==> src/rtl/aes_ctr_combiner.sv <==
// AES-CTR combiner: buffers input blocks, XORs them with in-order keystream.
// Optional CTR_COMBINER_BLKCNT_EN adds a free-running output block counter.
module aes_ctr_combiner #(
  parameter int DEPTH = 4
) (
  input  logic         clk,
  input  logic         rst,
  input  logic [255:0] aes_key,
  input  logic [127:0] aes_ctr,
  input  logic         aes_in_valid,
  output logic         aes_in_ready,
  input  logic [127:0] aes_in_block,
  output logic         aes_out_valid,
  input  logic         aes_out_ready,
  output logic [127:0] aes_out_block,
  output logic         aes_fifo_empty,
  output logic [255:0] ks_key,
  output logic         ks_req_valid,
  input  logic         ks_req_ready,
  output logic [127:0] ks_req_block,
  input  logic         ks_rsp_valid,
  output logic         ks_rsp_ready,
  input  logic [127:0] ks_rsp_block
`ifdef CTR_COMBINER_BLKCNT_EN
  ,
  output logic [31:0]  blk_count
`endif
);

  localparam int AW = $clog2(DEPTH);
  localparam int CW = AW + 1;

  logic [AW-1:0]  wr_ptr_q, wr_ptr_d;
  logic [AW-1:0]  rd_ptr_q, rd_ptr_d;
  logic [CW-1:0]  cnt_q, cnt_d;
  logic [127:0]   mem_q [DEPTH];
  logic [127:0]   mem_d [DEPTH];
  logic           out_valid_q, out_valid_d;
  logic [127:0]   out_block_q, out_block_d;
  logic           full;
  logic           push;
  logic           pop;

  assign full = (cnt_q == CW'(DEPTH));

  // Request path is pure pass-through so the cipher sees the counter at once
  assign ks_key       = aes_key;
  assign ks_req_block = aes_ctr;
  assign ks_req_valid = aes_in_valid & ~full & ~rst;
  assign aes_in_ready = ks_req_ready & ~full & ~rst;
  assign ks_rsp_ready = (cnt_q != '0)
                      & (~out_valid_q | aes_out_ready)
                      & ~rst;

  assign push = aes_in_valid & aes_in_ready;
  assign pop  = ks_rsp_valid & ks_rsp_ready;

  assign aes_out_valid  = out_valid_q;
  assign aes_out_block  = out_block_q;
  assign aes_fifo_empty = (cnt_q == '0) & ~out_valid_q;

  always_comb begin
    wr_ptr_d = wr_ptr_q;
    rd_ptr_d = rd_ptr_q;
    cnt_d    = cnt_q;
    mem_d    = mem_q;
    if (push) begin
      mem_d[wr_ptr_q] = aes_in_block;
      wr_ptr_d        = wr_ptr_q + 1'b1;
    end
    if (pop) begin
      rd_ptr_d = rd_ptr_q + 1'b1;
    end
    case ({push, pop})
      2'b10:   cnt_d = cnt_q + 1'b1;
      2'b01:   cnt_d = cnt_q - 1'b1;
      default: cnt_d = cnt_q;
    endcase
  end

  always_comb begin
    out_valid_d = out_valid_q;
    out_block_d = out_block_q;
    if (pop) begin
      out_valid_d = 1'b1;
      out_block_d = ks_rsp_block ^ mem_q[rd_ptr_q];
    end else if (aes_out_ready) begin
      out_valid_d = 1'b0;
    end
  end

  always_ff @(posedge clk) begin
    if (rst) begin
      wr_ptr_q    <= '0;
      rd_ptr_q    <= '0;
      cnt_q       <= '0;
      out_valid_q <= 1'b0;
      out_block_q <= '0;
    end else begin
      wr_ptr_q    <= wr_ptr_d;
      rd_ptr_q    <= rd_ptr_d;
      cnt_q       <= cnt_d;
      out_valid_q <= out_valid_d;
      out_block_q <= out_block_d;
    end
  end

  // Data storage needs no reset; occupancy is tracked by cnt_q
  always_ff @(posedge clk) begin
    mem_q <= mem_d;
  end

`ifdef CTR_COMBINER_BLKCNT_EN
  logic [31:0] blk_count_q, blk_count_d;

  always_comb begin
    blk_count_d = blk_count_q;
    if (out_valid_q & aes_out_ready) begin
      blk_count_d = blk_count_q + 32'd1;
    end
  end

  always_ff @(posedge clk) begin
    if (rst) begin
      blk_count_q <= '0;
    end else begin
      blk_count_q <= blk_count_d;
    end
  end

  assign blk_count = blk_count_q;
`endif

endmodule

==> config.mk <==
export PLATFORM = sky130hd
export DESIGN_NAME = aes_ctr_combiner
export DESIGN_NICKNAME = d
export VERILOG_FILES = /design/src/rtl/aes_ctr_combiner.sv
export SDC_FILE = /design/constraint.sdc
export NUM_CORES = 1
export LEC_CHECK = 0
export CORE_AREA = 4 4 455 457
export DETAILED_ROUTE_END_ITERATION = 7
export DIE_AREA = 0 0 459 461
export GPL_TIMING_DRIVEN = 0
export PLACE_DENSITY_LB_ADDON = 0.1
export SYNTH_ARGS = -nofsm -noshare
export SYNTH_HDL_FRONTEND = slang
export SYNTH_SLANG_ARGS = --single-unit
==> constraint.sdc <==
create_clock -name clk -period 5.3 [get_ports clk]
set_input_delay 1.06 -clock clk [delete_from_list [all_inputs] [get_ports clk]]
set_output_delay 1.06 -clock clk [all_outputs]
set_load 0.02 [all_outputs]
; Yosys cells after proc, flatten, opt, wreduce, memory -nomap -nowiden
; Cells that the tools add are included.
[totals]
ff_bits = 648
input_bits = 646
output_inout_bits = 517
elab_cells = 49
[classes]
n_addsub = 4
magnitude_cmp = 3
n_eq_ne = 3
muxes = 9
bitwise_logic = 16
n_reduce_logical = 5
[ops]
columns = operator, n
row1 = 512-bit bitwise mux, 1
row2 = 128-bit 2-to-1 mux, 3
row3 = 128-bit binary-select mux with 2-bit select, 1
row4 = 128-bit demux with 2-bit select, 1
row5 = 128-bit bitwise XOR, 1
row6 = 1-bit bitwise AND, 9
row7 = "3-bit >= comparator, second input constant", 2
row8 = 2-bit NOT with 3-bit output, 2
row9 = 3-bit case mux with 2 select lines, 1
row10 = "2-bit by 1-bit adder with 2-bit output, second input constant", 2
row11 = 2-bit nonzero test, 2
row12 = "3-bit by 1-bit adder with 3-bit output, second input constant", 1
row13 = "3-bit == test, second input constant", 1
row14 = 3-bit logical NOT, 1
row15 = "3-bit by 1-bit < comparator with 1-bit output, second input constant", 1
row16 = 1-bit NOT, 3
row17 = 3-bit nonzero test, 1
row18 = "3-bit by 1-bit subtractor with 3-bit output, second input constant", 1
row19 = "2-bit by 1-bit == test with 1-bit output, second input constant", 1
row20 = "2-bit == test, second input constant", 1
row21 = 1-bit 2-to-1 mux, 2
row22 = 1-bit logical AND, 1
row23 = 1-bit bitwise OR, 1

; Depth between registers and ports, before layout
; Gate-level depths: netlist of run 1.
[logic_depth]
depth_word = 7
depth_mapped = 11
mapped_depth_nobuf = 9

; Worst setup path before layout of run 1
; No wires, ideal clock.
[synth_timing]
path_type = input to register
startpoint = input port rst
endpoint = register mem_q[0] in the netlist's numbering, enable pin
setup_time_ns = 0.503
arrival_time_ns = 4.468
t_required_ns = 4.797
slack_ns = 0.329
stages = 2
n_path_buf = 0
cell_sequence = and3b_1 -> and3_1
[synth_via]
elab_chain_cells = 3
[synth_lines]
columns = element, line
row1 = "start, declared", 7  ; input logic rst,
row2 = 1-bit NOT, 50  ; assign aes_in_ready = ks_req_ready & ~full & ~rst;
row3 = 1-bit bitwise AND, 50
row4 = 1-bit bitwise AND, 55  ; assign push = aes_in_valid & aes_in_ready;
row5 = "end signal, assigned", 110  ; mem_q <= mem_d;
row6 = "end, declared", 36  ; logic [127:0] mem_q [DEPTH];
; Every way passes these cells.
; A chain may end at the register's enable or synchronous reset.

; Worst setup path after layout of run 1
[layout_timing]
startpoint = input port rst
endpoint = output port ks_req_valid
[layout_via]
elab_chain_cells = 2
[layout_lines]
columns = element, line
row1 = 1-bit NOT, 49  ; assign ks_req_valid = aes_in_valid & ~full & ~rst;
row2 = 1-bit bitwise AND, 49
row3 = "end, declared", 18  ; output logic ks_req_valid,
; Every way passes these cells.

==> results.ini, run 1 <==
[run_status]
status=finished, final reports clean

[die]
ios=1163
start_util_pct=13.39
fp.dieW_um=459
die_h_um=461
core_area_sq_um=203500
row_count=166
dieArea_sq_um=211600

[synthesis]
syn-cell-area_sq_um=27250
netlist_instances=1663
async_reset_ff_share_pct=0
ys_ff_latch=648
avgSynthCellArea_sq_um=16.38
ys_top_cells_by_area=edfxtp_1 56%, buf_4 11%, mux4_2 11%, dfxtp_1 10%, xnor2_1 4.2%
synth.largest_area_cell=edfxtp_1
ys_types=29
synth_ff_type=edfxtp_1
yosysSeqAreaShare_pct=66.42
synth.net_count=2315
yosys.area.top_type_share_pct=56.43
synth_edf_count=512
yosysWarningCount=0

[clock_tree]
holdBufCountCts=0
path_clk_slew_ps=60
clk_latency_ps=700
tritoncts=built
cts_resized=0
htreeDepth=3
numCtsBuffers=81
clock-sinks=648
postCtsSetupRepairBufs=0
cts_buffer_depth=3
root_buffer=clkbuf_16

[timing]
worst_slew_pin_slew_ps=899.7
fmax_mhz=217.7
rsz0062_at_grt=false
fin_ws_ps=706.6
slew_headroom_pct=40.02
setup_viol=0
period_minus_slack_ps=4593
drv_slew=0
worst_hold_slack_ps=498.8
final.period_utilization_pct=86.67
report.final.hold_viol_count=0
fin_skew_ps=38.84

[setup_path]
crit_buf_inv=4
cp_top_family=buffers and inverters
endpoint_kind=primary output
cp_common_cell=clkdlybuf4s50_1
critPathKind=in -> out
reg2reg_from=cnt_q[0]
crit_start=rst
reg2reg_to=cnt_q[2]
cp.arrival_ps=3530
reg2reg_slack_ps=1830
cp.required_ps=4240
start_kind=input pin
slowest_stage=clkbuf_1
cp_max_fo=10
cpPeakStageDelay_ps=650
worst_r2r_path_depth=11
cp_cell_sequence=clkdlybuf4s50_1, clkbuf_1, buf_1, nor2_1, clkdlybuf4s50_1

[global_routing]
grt_max_degree=41
first_global_vias=19260
antenna_found_initial=103
grtUsageTotal_pct=17.05
grt_first_pass_wirelength_um=230500
grt_overflow=0

[pwr]
totalPowerFinal_uw=13270
irDropWorstVdd_mv=0.1815
p_per_area_nw_per_um2=319.2
p_leak_uw=0.01354

[run]
maxCapViolations=0

[routing]
ant_nets=0
vias=17990
wl_per_cell_um=35.26
wl_um=187600
drc=0
dr.pass1.iters=5
avgViaCountPerCell=3.381
drt_iter0_drc=917

[place]
gp_congestion=0.9393
numPortBuffers=778
dp_slack_ps=455.6
dp_hpwl_um=159500

[min_path]
whs_path_depth=2
min_to=aes_out_block[5]
min_from=aes_out_block[5]
hold_class=reg -> reg

[layout]
area_growth_pct=52.58
layout.core_utilization_pct=20.43
final_nets=3188
drive_gt1_share_pct=27.14
fillers=21840

[cell usage in the layout, fill, tap and decap left out, drive strengths merged]
cell type / n
a211oi: 128
fa: 1
nand2: 1
a21oi: 4
diode: 27
ha: 5
dfxtp: 136
or3: 3
nand2b: 1
bufinv: 9
buf: 444
nor2: 136
and3b: 2
nand4b: 1
clkinvlp: 4
edfxtp: 512
inv: 10
or3b: 1
nand3: 1
and3: 4
clkbuf: 127
clkdlybuf4s50: 778
o21ai: 2
xnor2: 130
clkinv: 33
mux4: 128
mux2i: 1
nor2b: 1
xor2: 2
[cells by family (layout without fill, tap and decap cells)]
| logic type | after synthesis | in the layout | share of synthesized area (%) |
|---|---|---|---|
| compound gates | 134 | 134 | 3.637 |
| other cells | 0 | 27 | 0 |
| mux | 129 | 129 | 10.62 |
| xor+xnor | 132 | 132 | 4.243 |
| simple gates | 151 | 151 | 2.259 |
| buf+inv | 463 | 1405 | 12.52 |
| fa+ha+maj | 6 | 6 | 0.3031 |
| flops | 648 | 648 | 66.42 |
[per-stage QoR]
step	TNS [ps]	instances	cell area (sq um)
after floorplan	0	1663	27250
after global placement	-2141700	5129	38400
after detailed placement	0	5141	38750
after CTS	0	5293	41510
after global routing	0	5297	41520
final	0	5320	41570
[worst max-delay path by stage]
stage	endpoint	depth (start not counted)
finish	ks_req_valid	5
global route	ks_req_valid	5
CTS	ks_req_valid	5
detailed placement	cnt_q[2]	12
global placement	mem_q[396]	3
floorplan	mem_q[0]	2
[cell usage after synthesis (2+ instances only)]
cell and n:
edfxtp_1 512, buf_4 389, dfxtp_1 136, nor2_1 136
xnor2_1 130, a211oi_1 128, mux4_2 128, buf_2 28
clkbuf_1 24, buf_12 11, inv_1 6, ha_1 5
a21oi_1 4, and3_1 4, buf_1 4, and3b_1 2
o21ai_0 2, or3_1 2, xor2_1 2
[routing by layer]
| metal | up-vias | global-route usage (%) | share of wire (%) |
|---|---|---|---|
| li1 | 7631 | - | - |
| met2 | 820 | 28.78 | 48 |
| met4 | 72 | 3.373 | 1.9 |
| met5 | - | 0 | 0.25 |
| met3 | 222 | 6.686 | 9.0 |
| met1 | 9240 | 20.60 | 41 |
[worst reg2reg max path: cells and delay by family (launching register included)]
kind	cells	cell delay, ps
flops	1	390
xor+xnor	1	160
buf+inv	4	1360
simple gates	3	710
compound gates	1	140
fa+ha+maj	2	630
[state kept, by name, indices dropped and copies added (netlist names)]
signal	cells
cnt_q	3
wr_ptr_q	2
rd_ptr_q	2
aes_out_block	128
aes_out_valid	1
mem_q	512
[final cells by class]
| cell class | count | area (sq um) | share of cell area (%) |
|---|---|---|---|
| plain buffers | 456 | 3387 | 8.147 |
| flip-flops and latches | 648 | 18100 | 43.53 |
| well taps | 2688 | 3363 | 8.090 |
| clock buffers | 103 | 2170 | 5.218 |
| clock inverters | 49 | 588.1 | 1.414 |
| repair buffers | 790 | 8118 | 19.53 |
| multi-input cells | 552 | 5758 | 13.85 |
| diodes | 27 | 67.56 | 0.1625 |
| inverters | 7 | 26.28 | 0.06320 |
[report_power, final]
group          total [uW]  internal, uW  switching, uW
Clock                5710          3370           2330
Combinational        1950           891           1060
Sequential           5610          5580           37.4
Total               13300          9840           3430
Note: power is estimated with default switching activity, not from simulation.
==> run 2, diff against run 1 <==
CELL_PAD_IN_SITES_DETAIL_PLACEMENT = 1   (was unset)
CELL_PAD_IN_SITES_GLOBAL_PLACEMENT = 2   (was unset)
TNS_END_PERCENT = 50   (was unset)
==> run 2 against run 1 <==
Compared with the run above: combinational power hardly changed; worst setup slack got worse by 140 ps; sequential cell count unchanged; core utilization increased by 0.081 points; worst hold slack better by 2.6 ps; register-to-register slack better by 130 ps; final cell count rose by 0.41%; highest routed layer unchanged; sequential power about the same; first-iteration DRC count is 0.44% lower; via count up 0.23%; count of clock-buffer cells in the layout stayed put; design area is 0.39% higher.
==> results.ini, run 2 (synthesis gave the netlist of run 1 again) <==
[setup_path]
reg2reg_slack_ps=1960
crit_start=rst
worst_r2r_path_depth=11
start_kind=input pin
reg2reg_to=cnt_q[2]
cp.required_ps=4240
endpoint_kind=primary output
cp_max_fo=10
critPathKind=in -> out
crit_end=ks_req_valid
reg2reg_from=cnt_q[0]
cp.arrival_ps=3670

[routing]
drt_iter0_drc=913
vias=18030
ant_nets=0
drc=0
wl_um=185500
dr.pass1.iters=4
wl_per_cell_um=34.73
avgViaCountPerCell=3.375

[layout]
layoutNonFillerInstCount=5342
fillers=22340
area_growth_pct=53.18
final_nets=3195
drive_gt1_share_pct=27.06
final_cell_mix=778 x clkdlybuf4s50_1, 512 x edfxtp_1, 389 x buf_4, 136 x nor2_1, 136 x dfxtp_1
largest_register_ffs=512
final_common_cell=clkdlybuf4s50_1
top_register=mem_q
final_cell_area_sq_um=41740

[place]
placed_area_sq_um=38780
dp_hpwl_um=156600
numPortBuffers=778
gp_congestion=0.8843
placed_cells=5142

[clock_tree]
holdBufCountCts=0
postCtsSetupRepairBufs=0
cts_resized=0
numCtsBuffers=87
clk_latency_ps=690
clock-sinks=648
tritoncts=built
root_buffer=clkbuf_16
htreeDepth=3
cts_buffer_depth=3
path_clk_slew_ps=60

[timing]
worst_slew_pin_slew_ps=969.5
final.period_utilization_pct=89.28
fmax_mhz=211.3
drv_slew=0
rsz0062_at_grt=false
fin_skew_ps=41.71
period_minus_slack_ps=4732
slew_headroom_pct=35.37
setup_tns_ps=0
setup_viol=0
report.final.hold_viol_count=0

[die]
core_area_sq_um=203500
start_util_pct=13.39
row_count=166
dieArea_sq_um=211600
die_h_um=461
ios=1163
fp.dieW_um=459

[min_path]
whs_path_depth=2
hold_class=reg -> reg
min_from=aes_out_block[68]

[run]
maxCapViolations=0

[global_routing]
grtUsageTotal_pct=16.89
antenna_found_initial=118
first_global_vias=19630
grt_max_degree=39
grt_first_pass_wirelength_um=229700
grt_overflow=0

[pwr]
p_per_area_nw_per_um2=323.3
irDropWorstVdd_mv=0.2281
p_leak_uw=0.01360

[run_status]
status=finished, final reports clean

-- run 2: cell types whose count changed in the layout (fill, tap and decap cells not counted), sizes merged --
cell,previous run,this run
diode,27,38
clkinvlp,4,6
buf,444,445
inv,10,11
clkinv,33,40
-- run 2: per-stage QoR --
stage,hold slack [ps],util (%),total power (uW),setup WS [ps]
after detailed placement,495.8,19.05,7702,406.5
after global placement,489.1,18.86,7697,-4612
after floorplan,466.8,-,6550,328.6
after global routing,526.9,20.46,14050,376.3
after CTS,504.1,20.46,13800,412.1
final,501.3,20.51,13490,568.4
-- run 2: how the worst min path moves through the flow --
| stage | to | slack, ps |
|---|---|---|
| global placement | cnt_q[2] | 490 |
| finish | aes_out_block[68] | 500 |
| detailed placement | aes_out_block[68] | 500 |
| global route | aes_out_block[50] | 530 |
| floorplan | cnt_q[2] | 470 |
| CTS | aes_out_block[68] | 500 |
-- run 2: critical path, stage by stage --
cell and delay (ps):
clkdlybuf4s50_1 700, clkbuf_1 630, buf_1 480, nor2_1 140
clkdlybuf4s50_1 650
-- run 2: power breakdown --
group / total, uW / internal (uW) / switching, uW
Sequential: 5610 / 5580 / 38.1
Combinational: 1930 / 894 / 1040
Clock: 5950 / 3530 / 2410
-- run 2: layout make-up --
type / count / area, sq um / area share, %
Inverter: 7 / 26.28 / 0.06295
Timing Repair Buffer: 791 / 8145 / 19.51
Buffer: 456 / 3387 / 8.115
Tap cell: 2688 / 3363 / 8.058
Multi-Input combinational cell: 552 / 5758 / 13.80
Sequential cell: 648 / 18100 / 43.36
Antenna cell: 38 / 95.09 / 0.2278
Clock buffer: 103 / 2290 / 5.486
Clock inverter: 59 / 576.8 / 1.382
-- run 2: routing by layer --
| metal | wire, um | global-route usage [%] |
|---|---|---|
| met2 | 88230 | 27.94 |
| met1 | 75730 | 20.26 |
| met5 | 409 | 0 |
| met4 | 2574 | 3.024 |
| met3 | 18590 | 7.791 |
